$ cat config.mk
export PLATFORM = sky130hd
export DESIGN_NAME = demux_1to4_deser_flat
export DESIGN_NICKNAME = d
export VERILOG_FILES = /design/src/rtl/demux_1to4_deser_pkg.sv /design/src/rtl/demux_1to4_deser_if.sv /design/src/rtl/demux_1to4_deser_out_reg.sv /design/src/rtl/demux_1to4_deser.sv /design/src/flat_wrapper.sv
export SDC_FILE = /design/constraint.sdc
export NUM_CORES = 1
export LEC_CHECK = 0
export ABC_AREA = 1
export BUFFER_PORTS_ARGS = -buffer_cell sky130_fd_sc_hd__buf_2
export CAP_MARGIN = 20
export CORE_MARGIN = 1.5
export CORE_UTILIZATION = 53
export CTS_CLUSTER_DIAMETER = 80
export DETAILED_ROUTE_END_ITERATION = 10
export PLACE_DENSITY = 0.75
export SLEW_MARGIN = 20
export SYNTH_ARGS = -nofsm -noshare
export SYNTH_HDL_FRONTEND = slang
export SYNTH_SLANG_ARGS = --single-unit
$ cat constraint.sdc
create_clock -name clk -period 2.82 [get_ports clk]
set_clock_uncertainty 0.05 [all_clocks]
set_input_delay 0.423 -clock clk [delete_from_list [all_inputs] [get_ports clk]]
set_output_delay 0.423 -clock clk [all_outputs]
set_load 0.1 [all_outputs]
$ cat src/rtl/demux_1to4_deser_pkg.sv
// Shared types and helpers for the 1-to-4 lane deserializer.
// Holds the FSM state encoding, default geometry and the lane slicing helper.
package demux_pkg;

    typedef enum logic [1:0] {
        IDLE    = 2'd0,
        COLLECT = 2'd1,
        STALL   = 2'd2
    } state_t;

    localparam int LANES_DEF  = 4;
    localparam int LANE_W_DEF = 1;

    function automatic int lane_offset(input int index, input int lane_w);
        return index * lane_w;
    endfunction

endpackage

$ cat src/rtl/demux_1to4_deser_if.sv
// Beat-side and frame-side handshake bundle of the lane deserializer.
// master is the link/consumer side; slave is the deserializer itself.
interface demux_1to4_deser_if
    import demux_pkg::*;
#(
    parameter int LANES  = LANES_DEF,
    parameter int LANE_W = LANE_W_DEF
);
    localparam int SEL_W = $clog2(LANES);

    logic [LANE_W-1:0]       data_in;
    logic [SEL_W-1:0]        sel_n;
    logic                    frame_start;
    logic                    in_valid;
    logic                    in_ready;
    logic [LANES*LANE_W-1:0] data_out;
    logic                    out_valid;
    logic                    out_ready;
    logic                    err_seq;

    modport master (
        output data_in, sel_n, frame_start, in_valid, out_ready,
        input  in_ready, data_out, out_valid, err_seq
    );

    modport slave (
        input  data_in, sel_n, frame_start, in_valid, out_ready,
        output in_ready, data_out, out_valid, err_seq
    );

endinterface

$ cat src/rtl/demux_1to4_deser_out_reg.sv
// Output register of the deserializer: loads a completed frame and holds it
// stable until the consumer takes it.
module demux_out_reg #(
    parameter int W = 4
) (
    input  logic         clk,
    input  logic         rst_n,
    input  logic         load,
    input  logic [W-1:0] load_data,
    input  logic         out_ready,
    output logic [W-1:0] data_out,
    output logic         out_valid,
    output logic         can_load
);

    // A new frame may enter when the slot is empty or being drained this edge.
    assign can_load = !out_valid || out_ready;

    always_ff @(posedge clk) begin
        if (!rst_n) begin
            data_out  <= '0;
            out_valid <= 1'b0;
        end else if (load) begin
            data_out  <= load_data;
            out_valid <= 1'b1;
        end else if (out_valid && out_ready) begin
            out_valid <= 1'b0;
        end
    end

endmodule

$ cat src/rtl/demux_1to4_deser.sv
// Routes lane-tagged serial beats into lane slots and presents each completed
// frame as one parallel word; protocol violations raise a one-cycle err_seq.
module demux_1to4_deser
    import demux_pkg::*;
#(
    parameter int LANES  = LANES_DEF,
    parameter int LANE_W = LANE_W_DEF
) (
    input logic               clk,
    input logic               rst_n,
    demux_1to4_deser_if.slave bus
);

    localparam int SEL_W = $clog2(LANES);
    localparam int W     = LANES * LANE_W;
    localparam logic [SEL_W-1:0] LAST = SEL_W'(LANES - 1);

    state_t           state, state_next;
    logic [SEL_W-1:0] exp_q, exp_next;
    logic [W-1:0]     asm_q, asm_next, asm_wr;
    logic             err_q, err_next;
    logic             accept, load, can_load;
    logic [W-1:0]     load_data;

    assign bus.in_ready = (state != STALL) && rst_n;
    assign bus.err_seq  = err_q;
    assign accept       = bus.in_valid && bus.in_ready;

    always_comb begin
        asm_wr = asm_q;
        asm_wr[lane_offset(int'(bus.sel_n), LANE_W) +: LANE_W] = bus.data_in;
    end

    // In STALL the completed frame already sits in asm; otherwise it is built this cycle.
    assign load_data = (state == STALL) ? asm_q : asm_wr;

    always_comb begin
        state_next = state;
        exp_next   = exp_q;
        asm_next   = asm_q;
        err_next   = 1'b0;
        load       = 1'b0;
        case (state)
            IDLE: begin
                if (accept) begin
                    if (bus.frame_start && bus.sel_n == '0) begin
                        asm_next   = asm_wr;
                        exp_next   = SEL_W'(1);
                        state_next = COLLECT;
                    end else begin
                        err_next = 1'b1;
                    end
                end
            end
            COLLECT: begin
                if (accept) begin
                    if (!bus.frame_start && bus.sel_n == exp_q) begin
                        asm_next = asm_wr;
                        if (bus.sel_n == LAST) begin
                            exp_next = '0;
                            if (can_load) begin
                                load       = 1'b1;
                                state_next = IDLE;
                            end else begin
                                state_next = STALL;
                            end
                        end else begin
                            exp_next = exp_q + SEL_W'(1);
                        end
                    end else if (bus.frame_start && bus.sel_n == '0) begin
                        err_next = 1'b1;
                        asm_next = asm_wr;
                        exp_next = SEL_W'(1);
                    end else begin
                        err_next   = 1'b1;
                        exp_next   = '0;
                        state_next = IDLE;
                    end
                end
            end
            STALL: begin
                if (bus.out_ready) begin
                    load       = 1'b1;
                    state_next = IDLE;
                end
            end
            default: state_next = IDLE;
        endcase
    end

    always_ff @(posedge clk) begin
        if (!rst_n) begin
            state <= IDLE;
            exp_q <= '0;
            asm_q <= '0;
            err_q <= 1'b0;
        end else begin
            state <= state_next;
            exp_q <= exp_next;
            asm_q <= asm_next;
            err_q <= err_next;
        end
    end

    demux_out_reg #(.W(W)) u_out_reg (
        .clk       (clk),
        .rst_n     (rst_n),
        .load      (load),
        .load_data (load_data),
        .out_ready (bus.out_ready),
        .data_out  (bus.data_out),
        .out_valid (bus.out_valid),
        .can_load  (can_load)
    );

endmodule

$ cat src/flat_wrapper.sv
// flat-port wrapper written by rule: the top's interface ports become plain ports
module demux_1to4_deser_flat import demux_pkg::*;
#(
    parameter int LANES  = LANES_DEF,
    parameter int LANE_W = LANE_W_DEF
)
  (clk, rst_n, bus_data_in, bus_sel_n, bus_frame_start, bus_in_valid, bus_out_ready, bus_in_ready, bus_data_out, bus_out_valid, bus_err_seq);
  demux_1to4_deser_if #(.LANES(LANES), .LANE_W(LANE_W)) bus_i ();
  input logic clk;
  input logic rst_n;
  input wire logic [$bits(bus_i.data_in)-1:0] bus_data_in;
  input wire logic [$bits(bus_i.sel_n)-1:0] bus_sel_n;
  input wire logic [$bits(bus_i.frame_start)-1:0] bus_frame_start;
  input wire logic [$bits(bus_i.in_valid)-1:0] bus_in_valid;
  input wire logic [$bits(bus_i.out_ready)-1:0] bus_out_ready;
  output wire logic [$bits(bus_i.in_ready)-1:0] bus_in_ready;
  output wire logic [$bits(bus_i.data_out)-1:0] bus_data_out;
  output wire logic [$bits(bus_i.out_valid)-1:0] bus_out_valid;
  output wire logic [$bits(bus_i.err_seq)-1:0] bus_err_seq;
  assign bus_i.data_in = bus_data_in;
  assign bus_i.sel_n = bus_sel_n;
  assign bus_i.frame_start = bus_frame_start;
  assign bus_i.in_valid = bus_in_valid;
  assign bus_i.out_ready = bus_out_ready;
  assign bus_in_ready = bus_i.in_ready;
  assign bus_data_out = bus_i.data_out;
  assign bus_out_valid = bus_i.out_valid;
  assign bus_err_seq = bus_i.err_seq;
  demux_1to4_deser #(.LANES(LANES), .LANE_W(LANE_W)) u_core (.clk(clk), .rst_n(rst_n), .bus(bus_i));
endmodule
==> flow_summary.toml, run 1 <==
[worst_hold_path]
hold_class = "primary input to register"
hold_start = "rst_n"
hold_path_end = "u_core.u_out_reg.data_out[1]$_SDFFE_PN0P_"
whs_path_depth = 3

[cells_and_area]
diodes = 0
fin_area_mm2 = 0.00112
final_cell_mix = "nand2_1, nor2_1, inv_1"
final_nets = 184
syn2layout_area_growth_pct = 13.4
final_common_cell = "nand2_1"
final_core_util_pct = 64.3
fill_cells = 174
drive_above_1_share_pct = 19.9

[placed_design]
gp_congestion = 0.932
port-buffer-count = 14
hpwlAfterDp_um = 1570
dpl-instance-area_mm2 = 0.00109

[pwr]
vdd_drop_max_uv = 295
p_per_area_mw_per_mm2 = 554
p_leak_nw = 0.591
finalPower_w = 0.000622

[synthesis]
yosys.area.top_type_share_pct = 28.3
ys_seq_area_share_pct = 28.3
synth_warnings = 0
synth_area_leaders = "dfxtp_1, nand2_1, ha_1"
syn_nets = 166
ys_types = 21
syn_area_um2 = 990
synth_seq_cells = 14
avgSynthCellArea_um2 = 6.64
synth_top_cell_by_area = "dfxtp_1"
synthCells = 149

[routing]
final_antenna_net_count = 0
vias = 959
route.detailed.drc = 0
post_drt_wl_per_cell_um = 10.5
avgViaCountPerCell = 5.02
drt-total-wl_um = 2020
drt_iter0_drc = 24
dr.pass1.iters = 4

[global_route]
grt_pass1_vias = 869
grt_use_total_pct = 22.5
antenna_found_initial = 0
grt_max_degree = 14
grt_remaining_overflow = 0
grt_pass1_wl_um = 3440

[worst_setup_path]
reg2reg_to = "u_core.state[1]$_SDFFE_PN0P_"
cp.required_ps = 2350
max_stage_delay_ps = 430
rr_startpoint = "u_core.state[0]$_SDFFE_PN0P_"
crit_path_end_kind = "output port"
r2r_slack_ps = 1110
cp-start-kind = "register"
crit_arrival_ps = 1500
cp_max_fo = 4
critPathBufInv = 2
crit_path_top_delay_cell = "buf_2"
path_depth = 4
reg2reg_depth = 10
cp_top_family = "buffers and inverters"
critPathKind = "register to output port"
cp_cell_sequence = "inv_1 -> ha_1 -> nor2_1 -> buf_2"

[timing]
hold_viol_final = 0
rsz0062_at_grt = "false"
worst_pin_slew_ps = 485
report.final.slew_viol_count = 0
min_period_over_period_pct = 69.8
finalSetupViolations = 0
fmax_mhz = 508
min_period_ps = 1970
fin_setup_tns_ps = 0
maxSlewHeadroom_pct = 67.9

[floorplan]
io_pins = 15
start_util_pct = 56.7
dieWidth_um = 46.2
die_h_um = 46.2
coreArea_mm2 = 0.00175
die-area_mm2 = 0.00214
num_rows = 15

[status]
outcome = "completed"

[clock_network]
postCtsSetupBuffers = 0
htree_levels = 1
cts_hold_buf = 0
clk_latency_ps = 280
clockRootBuffer = "clkbuf_4"
clk_pin_slew_ps = 90
cts.sink_count = 14
clk_path_buf_depth = 2
numCtsBuffers = 3
cts_tree = "yes"
cts_resized = 0

[job]
cap_violations = 0
-- cell usage after synthesis, drive strengths merged --
master,n
nor2,26
xor2,1
ha,9
buf,1
dfxtp,14
nand3,12
inv,21
nand2,40
or2,1
clkinv,1
a21oi,8
nand4,2
o21ai,13
-- stage by stage --
| step | hold slack [ps] | setup slack, ps | cells |
|---|---|---|---|
| 2_1_floorplan | 402 | 462 | 149 |
| 3_3_place_gp | 412 | 1050 | 187 |
| 3_5_place_dp | 426 | 993 | 187 |
| 4_1_cts | 417 | 838 | 191 |
| 5_1_grt | 433 | 776 | 191 |
| 6_report | 428 | 851 | 191 |
-- metal layers --
layer	wire length, um	GRT usage [%]	vias to the layer above
li1	-	-	503
met1	841	25.0	419
met2	1020	38.1	27
met3	88	7.06	10
met4	61	11.4	0
met5	0	0	-
-- where the power goes --
group	internal, W	switching (W)	leakage [nW]
logic	0.0000696	0.000179	0.457
registers	0.000216	0.0000108	0.113
clock network	0.0000786	0.0000678	0.0210
-- cell families after synthesis --
group,after synthesis,share of synthesized area (%)
buffers and inverters,23,9.36
DFF,14,28.3
adders and majority gates,9,11.4
AOI/OAI and AO/OA,21,11.0
xor gates and xnor gates,1,0.885
and+or+nand+nor,81,39.1
-- layout make-up --
type	instances	area, um2	area share, %
multi-input cells	112	617	55.0
flip-flops and latches	14	280	25.0
repair buffers	14	70.1	6.24
well taps	25	31.3	2.79
clock buffers	4	36.3	3.23
inverters	22	87.6	7.80
-- worst reg2reg max path: stages, from the launching register on --
cell and delay (ps):
dfxtp_1 340, inv_1 70, ha_1 260, inv_2 150
nand3_2 110, nand2_1 90, o21ai_0 80, nor2_1 120
nand2_1 110, o21ai_0 170, nor2_1 60
-- sequential cells by signal (all words and copies together) (netlist names) --
register                    count
u_core.asm_q                    4
u_core.bus.err_seq              1
u_core.exp_q                    2
u_core.state                    2
u_core.u_out_reg.data_out       4
u_core.u_out_reg.out_valid      1
-- worst max-delay path by stage --
stage,from,to,slack (ps)
floorplan,u_core.state[0]$_SDFFE_PN0P_,bus_in_ready,460
global placement,bus_sel_n[0],u_core.state[1]$_SDFFE_PN0P_,1050
detailed placement,bus_sel_n[1],u_core.state[1]$_SDFFE_PN0P_,990
CTS,u_core.state[0]$_SDFFE_PN0P_,bus_in_ready,840
global route,u_core.state[0]$_SDFFE_PN0P_,bus_in_ready,780
finish,u_core.state[0]$_SDFFE_PN0P_,bus_in_ready,850
Note: power is estimated with default switching activity, not from simulation.
==> inputs of run 2 (changes only) <==
--- a/config.mk
+++ b/config.mk
@@ -9,10 +9,10 @@
 export BUFFER_PORTS_ARGS = -buffer_cell sky130_fd_sc_hd__buf_2
 export CAP_MARGIN = 20
 export CORE_MARGIN = 1.5
-export CORE_UTILIZATION = 53
+export CORE_UTILIZATION = 50
 export CTS_CLUSTER_DIAMETER = 80
 export DETAILED_ROUTE_END_ITERATION = 10
-export PLACE_DENSITY = 0.75
+export PLACE_DENSITY = 0.74
 export SLEW_MARGIN = 20
 export SYNTH_ARGS = -nofsm -noshare
 export SYNTH_HDL_FRONTEND = slang
==> constraint.sdc (replaced) <==
create_clock -name clk -period 1.6 [get_ports clk]
set_clock_uncertainty 0.05 [all_clocks]
set_input_delay 0.24 -clock clk [delete_from_list [all_inputs] [get_ports clk]]
set_output_delay 0.24 -clock clk [all_outputs]
set_load 0.1 [all_outputs]
==> run 2 against run 1 <==
Setup slack got worse by 810 ps. Final area is 10% higher. Cell count up 4.2%. Power rose by 92%. Sequential power rose by 78%. Critical path type unchanged. Critical endpoint unchanged. Largest power group unchanged.
==> flow_summary.toml, run 2 (synthesized netlist as in run 1, its figures left out) <==
[floorplan]
num_rows = 15
dieWidth_um = 47.5
start_util_pct = 55.5
die-area_mm2 = 0.00226
die_h_um = 47.5
io_pins = 15
coreArea_mm2 = 0.00178

[clock_network]
clk_latency_ps = 280
clk_path_buf_depth = 2
cts_tree = "yes"
numCtsBuffers = 3
htree_levels = 1
cts.sink_count = 14
clk_pin_slew_ps = 90
clockRootBuffer = "clkbuf_4"

[worst_hold_path]
hold_start = "rst_n"
hold_path_end = "u_core.exp_q[1]$_SDFFE_PN0P_"
hold_class = "primary input to register"
whs_path_depth = 3

[global_route]
grt_use_total_pct = 22.5
grt_max_degree = 11
grt_pass1_vias = 887
grt_pass1_wl_um = 3530
grt_remaining_overflow = 0
antenna_found_initial = 0

[routing]
avgViaCountPerCell = 4.89
dr.pass1.iters = 4
vias = 973
final_antenna_net_count = 0
route.detailed.drc = 0
drt-total-wl_um = 2200
post_drt_wl_per_cell_um = 11.1
drt_iter0_drc = 25

[worst_setup_path]
critPathBufInv = 3
max_stage_delay_ps = 340
cp.required_ps = 1310
r2r_slack_ps = 90
crit_path_top_delay_cell = "dfxtp_2"
cp_cell_sequence = "inv_2 -> ha_2 -> buf_6 -> nor2_4 -> buf_12"
rr_startpoint = "u_core.state[0]$_SDFFE_PN0P_"
crit_arrival_ps = 1270
cp-start-kind = "register"
cp_max_fo = 3
crit_path_end_kind = "output port"
cp_top_family = "buffers and inverters"
reg2reg_depth = 10
reg2reg_to = "u_core.exp_q[1]$_SDFFE_PN0P_"
critPathKind = "register to output port"

[timing]
min_period_over_period_pct = 97.7
fin_setup_tns_ps = 0
report.final.slew_viol_count = 0
worst_pin_slew_ps = 485
fin_worst_hold_slack_ps = 187
fmax_mhz = 640
maxSlewHeadroom_pct = 67.9
finalSetupViolations = 0
rsz0062_at_grt = "true"
hold_viol_final = 0
min_period_ps = 1560

[pwr]
p_leak_nw = 0.638
p_per_area_mw_per_mm2 = 964
vdd_drop_max_uv = 668

[cells_and_area]
drive_above_1_share_pct = 31.0
fin_area_mm2 = 0.00124
reg_top3 = "u_core.asm_q: 4 flops, u_core.u_out_reg.data_out: 4 flops"
final_common_cell = "nand2_1"
final_cell_mix = "nand2_1, nor2_1, inv_1"
final_nets = 192
diodes = 0
finalNonFillerCells = 199
syn2layout_area_growth_pct = 25.2

[placed_design]
port-buffer-count = 14
hpwlAfterDp_um = 1740
gp_congestion = 0.894
dpl-instance-area_mm2 = 0.00116
dp.cells = 194

[status]
outcome = "completed"

[job]
cap_violations = 0
==> run 2: worst register-to-register path: stages, from the launching register on <==
cell and delay (ps):
dfxtp_2 330, buf_4 120, ha_2 180, inv_2 60
nand2_2 70, nand2_2 80, nand2_2 70, a21oi_2 170
nand2_1 90, xor2_1 140, nor2_1 50
==> run 2: power breakdown <==
| part | internal, W | leakage, nW | total [W] | switching (W) |
|---|---|---|---|---|
| combinational | 0.000188 | 0.502 | 0.000539 | 0.000351 |
| sequential | 0.000382 | 0.115 | 0.000403 | 0.0000212 |
| clock | 0.000138 | 0.0210 | 0.000252 | 0.000114 |
==> run 2: cell type report <==
type                       instances  area, um2
clock buffer                       4       36.3
timing repair buffer              22        149
multi-input combinational        112        651
inverter                          22       87.6
tap                               25       31.3
fill                             158        544
sequential                        14        284
==> run 2: routing by layer <==
| layer | vias up | global-route usage (%) | share of wire [%] |
|---|---|---|---|
| met2 | 13 | 40.0 | 53 |
| met1 | 437 | 26.0 | 44 |
| met4 | 0 | 9.44 | 0.55 |
| met5 | - | 0 | 0 |
| li1 | 521 | - | - |
| met3 | 2 | 4.53 | 2.4 |
==> run 2: worst max path at each step <==
| stage | from | to | depth (start not counted) |
|---|---|---|---|
| floorplan | u_core.state[0]$_SDFFE_PN0P_ | bus_in_ready | 3 |
| global placement | bus_sel_n[1] | u_core.state[1]$_SDFFE_PN0P_ | 10 |
| detailed placement | bus_sel_n[0] | u_core.state[1]$_SDFFE_PN0P_ | 10 |
| CTS | u_core.state[0]$_SDFFE_PN0P_ | bus_in_ready | 5 |
| global route | u_core.state[0]$_SDFFE_PN0P_ | u_core.exp_q[1]$_SDFFE_PN0P_ | 10 |
| finish | u_core.state[0]$_SDFFE_PN0P_ | bus_in_ready | 5 |
==> run 2: timing repair <==
action,in CTS,in global routing
setup buffers,1,0
resized for setup,3,13
pin swaps,1,8
setup endpoints to repair,1,9
hold buffers,0,0
==> run 2: stage by stage <==
stage                     utilization, %  setup slack [ps]  power (W)
after floorplan                        -              -121   0.000762
after CTS                           67.9              5.44    0.00116
after global routing                69.5             -16.2    0.00127
after detailed placement            64.9              24.0   0.000891
after global placement              64.9              87.3   0.000879
final                               69.5              37.3    0.00119
==> inputs of run 3 (changes only) <==
==> constraint.sdc (replaced) <==
create_clock -name clk -period 1.6 [get_ports clk]
set_clock_uncertainty 0.05 [all_clocks]
set_input_delay 0.24 -clock clk [delete_from_list [all_inputs] [get_ports clk]]
set_output_delay 0.24 -clock clk [all_outputs]
set_load 0.01 [all_outputs]
==> run 3 against run 2 <==
Non-clock buffer count rose by 2. Power fell by 9.2%. Core utilization fell by 0.14 points. Via count fell by 0.62%. Clock power fell by 19%. Largest power group unchanged.
==> flow_summary.toml, run 3 (synthesized netlist as in run 1, its figures left out) <==
[worst_setup_path]
critPathBufInv = 2
crit_path_end_kind = "register"
path_common_cell = "nand2_1"
crit_arrival_ps = 1760
cp_max_fo = 4
startpoint = "u_core.state[1]$_SDFFE_PN0P_"
rr_startpoint = "u_core.state[1]$_SDFFE_PN0P_"
crit_path_top_delay_cell = "dfxtp_2"
cp.required_ps = 1780
cp-start-kind = "register"
max_stage_delay_ps = 340
cp_cell_sequence = "buf_4 -> ha_4 -> inv_2 -> nand3_4 -> nand2_2 -> nand2_1 -> a21oi_2 -> nand2_1 -> xor2_1 -> nor2_1"
cp_top_family = "simple AND/OR/NAND/NOR gates"
critPathKind = "register to register"

[global_route]
grt_use_total_pct = 21.4
grt_remaining_overflow = 0
grt_pass1_vias = 838
antenna_found_initial = 0
grt_pass1_wl_um = 3310
grt_max_degree = 13

[timing]
min_period_over_period_pct = 98.8
finalSetupViolations = 0
rsz0062_at_grt = "true"
hold_viol_final = 0
fmax_mhz = 632
maxSlewHeadroom_pct = 82.2
min_period_ps = 1580
report.final.slew_viol_count = 0
fin_setup_tns_ps = 0
worst_pin_slew_ps = 265

[pwr]
combPwrFrac_pct = 43.8
switching_share_pct = 38.6
pwr-share-clk_pct = 18.8
p_leak_nw = 0.636
vdd_drop_max_uv = 565
finalPower_w = 0.00108
p_seq_share_pct = 37.3
switchingPower_w = 0.000419
p_per_area_mw_per_mm2 = 878
internal_power_w = 0.000666

[floorplan]
die-area_mm2 = 0.00226
die_h_um = 47.5
num_rows = 15
start_util_pct = 55.5
dieWidth_um = 47.5
io_pins = 15
coreArea_mm2 = 0.00178

[routing]
top_layer = "met4"
dr.pass1.iters = 4
wl_met3_um = 70
final_antenna_net_count = 0
post_drt_wl_per_cell_um = 10.7
vias = 967
dr_wl_met2_um = 1100
drt_iter0_drc = 19
met1_length_um = 936
avgViaCountPerCell = 4.84
route.detailed.drc = 0
drt-total-wl_um = 2140

[placed_design]
hpwlAfterDp_um = 1560
port-buffer-count = 14
gp_congestion = 0.904

[cells_and_area]
syn2layout_area_growth_pct = 24.9
reg_top3 = "u_core.asm_q: 4 flops, u_core.u_out_reg.data_out: 4 flops"
final_core_util_pct = 69.3
final_cell_mix = "nand2_1, nor2_1, inv_1"
final_nets = 194
diodes = 0
drive_above_1_share_pct = 30.3
final_common_cell = "nand2_1"

[clock_network]
numCtsBuffers = 3
clockRootBuffer = "clkbuf_4"
cts_tree = "yes"
clk_pin_slew_ps = 90
clk_path_buf_depth = 2
cts.sink_count = 14
clk_latency_ps = 290
htree_levels = 1

[status]
outcome = "completed"

[worst_hold_path]
hold_class = "primary input to register"
hold_start = "bus_out_ready"

[job]
cap_violations = 0
[run 3: cell types whose count changed in the layout (fill, tap and decap cells not counted), moves of 2 or more]
cell	delta
buf_4	+3
ha_2	-2
nand2_2	-2
ha_4	+2
nand2_1	+2
[run 3: timing repair]
| item | 4_1_cts | 5_1_grt |
|---|---|---|
| setup endpoints to repair | 0 | 13 |
| buffers inserted | 0 | 2 |
| gates resized for setup | 0 | 17 |
| hold endpoints to repair | 0 | 0 |
| hold buffers | 0 | 0 |
[run 3: path summary, 6_finish.rpt]
check        cells past startpoint                                         to  slack, ps
min                              4    u_core.u_out_reg.out_valid$_SDFFE_PN0P_        250
max                             10               u_core.exp_q[1]$_SDFFE_PN0P_         20
max reg2reg                     10               u_core.exp_q[1]$_SDFFE_PN0P_         20
min reg2reg                      2  u_core.u_out_reg.data_out[0]$_SDFFE_PN0P_        440
[run 3: through the flow]
step	hold WS, ps	cell area, um2	setup WS (ps)	instances
after floorplan	332	990	118	149
after global placement	413	1150	80.3	195
after detailed placement	428	1150	20.0	195
after CTS	240	1170	0.727	198
after global routing	251	1240	-75.7	200
final	249	1240	18.6	200
[run 3: worst register-to-register path: cells and delay by family (launching register included)]
family	cells	cell delay, ps
xor gates and xnor gates	1	140
AOI/OAI and AO/OA	1	200
DFF	1	340
adders and majority gates	1	160
buffers and inverters	2	210
and+or+nand+nor	5	420
[run 3: metal layers]
layer	GRT usage, %	vias to the layer above
met1	24.9	424
met4	8.33	0
li1	-	524
met5	0	-
met2	36.5	15
met3	6.79	4
[run 3: cell type report]
cell class	instances	area, um2
Clock buffer	3	22.5
Fill cell	153	547
Inverter	22	87.6
Multi-Input combinational cell	112	667
Sequential cell	14	283
Tap cell	25	31.3
Timing Repair Buffer	24	145
[run 3: power groups by stage]
| stage | combinational [W] | sequential [W] | clock, W |
|---|---|---|---|
| floorplan | 0.000275 | 0.000408 | 0 |
| global placement | 0.000383 | 0.000406 | 0 |
| detailed placement | 0.000390 | 0.000408 | 0 |
| CTS | 0.000395 | 0.000400 | 0.000208 |
| global route | 0.000529 | 0.000410 | 0.000220 |
| finish | 0.000476 | 0.000405 | 0.000204 |
